==> src/rtl/rtype_issue_ctrl_pkg.sv <==
// Shared constants, FSM state type and legality check for the
// R-type issue controller.
package rtype_pkg;

  localparam logic [6:0] OPC_RTYPE = 7'b0110011;

  // {funct7, funct3}
  localparam logic [9:0] F_ADD  = 10'b0000000_000;
  localparam logic [9:0] F_SLL  = 10'b0000000_001;
  localparam logic [9:0] F_SLT  = 10'b0000000_010;
  localparam logic [9:0] F_SLTU = 10'b0000000_011;
  localparam logic [9:0] F_XOR  = 10'b0000000_100;
  localparam logic [9:0] F_SRL  = 10'b0000000_101;
  localparam logic [9:0] F_OR   = 10'b0000000_110;
  localparam logic [9:0] F_AND  = 10'b0000000_111;
  localparam logic [9:0] F_SUB  = 10'b0100000_000;
  localparam logic [9:0] F_SRA  = 10'b0100000_101;

  typedef enum logic [1:0] {
    IDLE,
    ISSUE,
    WAIT,
    WB
  } state_e;

  function automatic logic is_legal_rtype(
    input logic [31:0] instr
  );
    logic [9:0] f;
    f = {instr[31:25], instr[14:12]};
    if (instr[6:0] != OPC_RTYPE) return 1'b0;
    case (f)
      F_ADD, F_SLL, F_SLT, F_SLTU, F_XOR,
      F_SRL, F_OR, F_AND, F_SUB, F_SRA:
        return 1'b1;
      default:
        return 1'b0;
    endcase
  endfunction

endpackage

==> src/rtl/rtype_issue_ctrl_fifo.sv <==
// Instruction FIFO with synchronous flush; pointers carry an
// extra wrap bit so full and empty are distinguishable.
module instr_fifo #(
  parameter int DEPTH = 4,
  parameter int W     = 32
) (
  input  logic         clk,
  input  logic         rst,
  input  logic         flush_i,
  input  logic         push_i,
  input  logic [W-1:0] wdata_i,
  input  logic         pop_i,
  output logic [W-1:0] rdata_o,
  output logic         full_o,
  output logic         empty_o
);

  localparam int AW = $clog2(DEPTH);
  localparam int PW = AW + 1;

  logic [W-1:0]  mem_q [DEPTH];
  logic [PW-1:0] wptr_q, wptr_d;
  logic [PW-1:0] rptr_q, rptr_d;
  logic          push_ok, pop_ok;

  assign empty_o = (wptr_q == rptr_q);
  assign full_o  = (wptr_q[AW] != rptr_q[AW]) &&
                   (wptr_q[AW-1:0] == rptr_q[AW-1:0]);
  assign rdata_o = mem_q[rptr_q[AW-1:0]];

  assign push_ok = push_i && !full_o && !flush_i;
  assign pop_ok  = pop_i && !empty_o && !flush_i;

  always_comb begin
    wptr_d = wptr_q;
    rptr_d = rptr_q;
    if (flush_i) begin
      wptr_d = '0;
      rptr_d = '0;
    end else begin
      if (push_ok) wptr_d = wptr_q + PW'(1);
      if (pop_ok)  rptr_d = rptr_q + PW'(1);
    end
  end

  always_ff @(posedge clk or posedge rst) begin
    if (rst) begin
      wptr_q <= '0;
      rptr_q <= '0;
    end else begin
      wptr_q <= wptr_d;
      rptr_q <= rptr_d;
    end
  end

  always_ff @(posedge clk) begin
    if (push_ok) mem_q[wptr_q[AW-1:0]] <= wdata_i;
  end

endmodule

==> src/rtl/rtype_issue_ctrl.sv <==
// Queues R-type instructions, drops illegal ones, issues each to
// the ALU with a start/done handshake and writes the result back.
module rtype_issue_ctrl
  import rtype_pkg::*;
#(
  parameter int DEPTH   = 4,
  parameter int TIMEOUT = 16,
  parameter int CNT_W   = 16
) (
  input  logic             clk,
  input  logic             rst,
  input  logic             in_valid,
  input  logic [31:0]      in_instr,
  output logic             in_ready,
  input  logic             flush,
  output logic             alu_start,
  output logic [31:0]      alu_instr,
  input  logic             alu_done,
  input  logic [31:0]      alu_result,
  output logic             rf_we,
  output logic [4:0]       rf_waddr,
  output logic [31:0]      rf_wdata,
  output logic             busy,
  output logic             timeout_err,
  output logic [CNT_W-1:0] retired_cnt,
  output logic [CNT_W-1:0] illegal_cnt
);

  localparam int TW = $clog2(TIMEOUT) + 1;
  localparam logic [TW-1:0] TMAX = TW'(TIMEOUT - 1);

  state_e           state_q;
  logic [31:0]      cur_q;
  logic [TW-1:0]    wcnt_q;
  logic             alu_start_q;
  logic             rf_we_q;
  logic [4:0]       rf_waddr_q;
  logic [31:0]      rf_wdata_q;
  logic             timeout_q;
  logic [CNT_W-1:0] retired_q;
  logic [CNT_W-1:0] illegal_q;

  logic        full, empty, pop;
  logic [31:0] head;

  assign pop = (state_q == IDLE) && !empty && !flush;

  instr_fifo #(
    .DEPTH(DEPTH),
    .W    (32)
  ) u_fifo (
    .clk    (clk),
    .rst    (rst),
    .flush_i(flush),
    .push_i (in_valid),
    .wdata_i(in_instr),
    .pop_i  (pop),
    .rdata_o(head),
    .full_o (full),
    .empty_o(empty)
  );

  assign in_ready    = !full;
  assign busy        = (state_q != IDLE) || !empty;
  assign alu_start   = alu_start_q;
  assign alu_instr   = cur_q;
  assign rf_we       = rf_we_q;
  assign rf_waddr    = rf_waddr_q;
  assign rf_wdata    = rf_wdata_q;
  assign timeout_err = timeout_q;
  assign retired_cnt = retired_q;
  assign illegal_cnt = illegal_q;

  always_ff @(posedge clk or posedge rst) begin
    if (rst) begin
      state_q     <= IDLE;
      cur_q       <= '0;
      wcnt_q      <= '0;
      alu_start_q <= 1'b0;
      rf_we_q     <= 1'b0;
      rf_waddr_q  <= '0;
      rf_wdata_q  <= '0;
      timeout_q   <= 1'b0;
      retired_q   <= '0;
      illegal_q   <= '0;
    end else begin
      alu_start_q <= 1'b0;
      rf_we_q     <= 1'b0;
      if (flush) begin
        state_q <= IDLE;
      end else begin
        unique case (state_q)
          IDLE: begin
            if (!empty) begin
              cur_q <= head;
              if (is_legal_rtype(head)) begin
                state_q     <= ISSUE;
                alu_start_q <= 1'b1;
              end else begin
                illegal_q <= illegal_q + CNT_W'(1);
              end
            end
          end
          ISSUE: begin
            wcnt_q  <= '0;
            state_q <= WAIT;
          end
          WAIT: begin
            if (alu_done) begin
              rf_wdata_q <= alu_result;
              rf_waddr_q <= cur_q[11:7];
              rf_we_q    <= (cur_q[11:7] != 5'd0);
              state_q    <= WB;
            end else if (wcnt_q == TMAX) begin
              timeout_q <= 1'b1;
              state_q   <= IDLE;
            end else begin
              wcnt_q <= wcnt_q + TW'(1);
            end
          end
          WB: begin
            retired_q <= retired_q + CNT_W'(1);
            state_q   <= IDLE;
          end
          default: state_q <= IDLE;
        endcase
      end
    end
  end

endmodule

==> config.mk <==
export PLATFORM = sky130hd
export DESIGN_NAME = rtype_issue_ctrl
export DESIGN_NICKNAME = d
export VERILOG_FILES = /design/src/rtl/rtype_issue_ctrl_pkg.sv /design/src/rtl/rtype_issue_ctrl_fifo.sv /design/src/rtl/rtype_issue_ctrl.sv
export SDC_FILE = /design/constraint.sdc
export NUM_CORES = 1
export LEC_CHECK = 0
export CAP_MARGIN = 0
export CORE_ASPECT_RATIO = 1.2
export CORE_MARGIN = 1.5
export CORE_UTILIZATION = 56
export CTS_CLUSTER_DIAMETER = 100
export DETAILED_ROUTE_END_ITERATION = 8
export GPL_ROUTABILITY_DRIVEN = 0
export HOLD_SLACK_MARGIN = 0.05
export PLACE_DENSITY = 0.87
export SETUP_SLACK_MARGIN = 0.15
export SYNTH_ARGS = -nofsm -noshare
export SYNTH_HDL_FRONTEND = slang
export SYNTH_SLANG_ARGS = --single-unit
==> constraint.sdc <==
create_clock -name clk -period 6.2 [get_ports clk]
set_input_delay 1.55 -clock clk [delete_from_list [all_inputs] [get_ports clk]]
set_output_delay 1.55 -clock clk [all_outputs]
set_load 0.005 [all_outputs]
==> results.md <==
* R2r startpoint: u_fifo.rptr_q[0]
* Clock-pin slew on the worst setup and hold paths at 60 ps
* Chip Width at between 100 and 150 um
* Hold path depth at 1
* Final max-slew violation count at 0
* Worst-skew pair later-pin latency at 510 ps
* Via count at 5716
* Crit. End Element: primary output
* Count of final setup violators at 0
* Post-DRT Antenna Nets at 0
* Drt first pass iters at 5
* Multi-input combinational cell area at between 2000 and 3000 sq um
* DIE AREA at 17900 sq um
* Critical path's top delay family: buffers and inverters
* Buffers on Ports at 174
* Yosys Warn Count at 0
* All-layer global routing usage at 0.225
* Post-synthesis cell type count at 38
* Critical Path Start Type: flop
* Ys async rst share at 0.478
* Synth area leaders: edfxtp_1 40%, dfrtp_1 31%, mux4_2 5.6%
* Outcome: finished clean
* Yosys top cell by area: edfxtp_1
* HPWL after detailed placement at 12600 um
* CTS Buffer Depth at 3
* Final worst path period need at 4190 ps
* Clock Skew at 11.8 ps
* Register area share after synthesis at 0.706
* Avg Synthesized Cell Area at 15.5 sq um
* DRC viols at 0
* Synth cell count leaders: 128 x edfxtp_1, 123 x nand2_1, 117 x dfrtp_1
* Worst Reg-to-Reg Cells at 7
* Final Cycle Share at 0.675
* Final core utilization at 0.729
* 1st-iter DRT viols at about 390
* Post-synth EDFFs at 128
* Largest net degree at the start of global routing at 75
* Mapped cell area at 9590 sq um
* Postcts setup bufs at 0
* Worst EP arrival at 2640 ps
* FP Rows at between 50 and 60
* Antenna violations before repair at 1
* Worst Hold Class: reg2reg
* Buffer and inverter count on the worst path at 2
* Flop-to-flop setup slack at 2910 ps
* Worst slew pin tran at 941 ps
* Ys flop type: edfxtp_1
* Worst vdd ir at 287 uV
* Net count after synthesis at 698
* Share of cells above drive strength 1 at 0.142
* Max_cap viols at 0
* Setup tns final at 0 ps
* Critical path's slowest cell: buf_4
* I/O pins at 175
* Largest stage delay on the critical path at 540 ps
* Worst-case headroom to the max-slew limit at 0.373
* Core area at between 15000 and 20000 sq um
* Synth top area share at 0.401
* Hold Path Sink: retired_cnt[15]
* Area grow syn2layout at 28.1%
* Die height at about 150 um
* Antenna Cells at 0
* Clk sink count at 245
* Number of synthesized register bits at 245
* DR WL/cell at 19.2 um
* Worst setup path category: reg2out
* RSZ-0062 raised after global routing: false
* Clk root buf: clkbuf_16
* Min-delay src: retired_cnt[15]
* Pwr per Cell Area at 365 nW/um^2
* GRT overflow at 0
* H-tree depth at 1
* Mapped Cells at between 600 and 700
* Initial core utilization at 0.569
* CTS tree: done
* Leakage at ~5 nW
* Fill cells at 1002
* Critical-path cell list: buf_4 > xor2_1 > nor3_1 > nand2_1 > clkdlybuf4s50_1
* Number of global-route vias before repair at a little over 6000
* Count leader, synth: edfxtp_1
* First-pass GRT wire length at 31300 um
* Hold buffers post-CTS at 0
* CTS Buf Count at 23
* Vias per cell at 5.53
* Power Total at 4.49 mW
* Critical Path RT at about 4700 ps
* Reg area at 6770 sq um
* F_max at 0.239 GHz
* Post-cts sizing count at 0
* Number of hold violations in the final report at 0
* Routed Wire Length at 19800 um
* Critical Path Fanout Max at 36
* Worst reg2reg path endpoint: illegal_cnt[5]
* # nets final at 878
where the power goes:
group,switching [mW],internal (mW),total (mW)
Clock,0.575,0.807,1.38
Combinational,0.513,0.571,1.08
Sequential,0.123,1.90,2.02
layer usage:
layer  part of all wire  GRT usage  wire length (um)  vias to the layer above
met2               0.53      0.395             10400                      206
met1               0.39      0.284              7660                     2883
met3              0.062     0.0426              1220                       41
li1                   -          -                 -                     2584
met5            0.00056          0                11                        -
met4              0.024     0.0680               484                        2
how the worst max path moves through the flow:
stage	to	depth (start not counted)	slack, ps	from
floorplan	alu_instr[0]	1	1550	rst
global placement	illegal_cnt[10]	6	2370	flush
detailed placement	illegal_cnt[5]	6	2200	flush
CTS	busy	5	2000	u_fifo.rptr_q[0]
global route	busy	5	1840	u_fifo.rptr_q[0]
finish	busy	5	2010	u_fifo.rptr_q[0]
area by class of cell:
cell class,count,share of cell area
tap,216,0.0220
sequential,245,0.551
clock inverter,6,0.00499
multi-input combinational,341,0.217
clock buffer,36,0.0561
timing repair buffer,180,0.145
inverter,9,0.00295
sequential cells by signal (all words and copies together), names as in the netlist:
signal,cells
rf_we,1
rf_waddr,5
u_fifo.mem_q,128
illegal_cnt,16
u_fifo.wptr_q,3
state_q,2
retired_cnt,16
alu_start,1
timeout_err,1
alu_instr,32
rf_wdata,32
wcnt_q,5
u_fifo.rptr_q,3
through the flow:
step | hold slack (ps) | worst slack, ps | area, sq um | cells
global route | 507 | 1840 | 12300 | 1033
detailed placement | 462 | 2200 | 11500 | 991
finish | 469 | 2010 | 12300 | 1033
global placement | 458 | 2370 | 11500 | 991
floorplan | 460 | 1550 | 9590 | 620
CTS | 474 | 2000 | 12300 | 1033
layout by cell type, fill, tap and decap left out, drive strengths merged, types with 5 or more instances in the layout:
master         netlist  layout
clkdlybuf4s50        0     174
edfxtp             128     128
nand2              123     123
dfrtp              117     117
mux2                39      39
clkbuf              15      36
mux4                32      32
nor2                26      26
xor2                23      23
xnor2               16      16
nand3               11      11
nand4               11      11
nor3                11      11
inv                  9      10
ha                   9       9
o21ai                7       7
buf                 10       6
and2                 5       5
cell families after synthesis:
| kind of cell | synth area share |
|---|---|
| xor+xnor | 0.0356 |
| buf+inv | 0.0175 |
| mux | 0.124 |
| compound gates | 0.00926 |
| fa+ha+maj | 0.0117 |
| simple gates | 0.0957 |
| flops | 0.706 |
(Power assumes the default switching activity.)
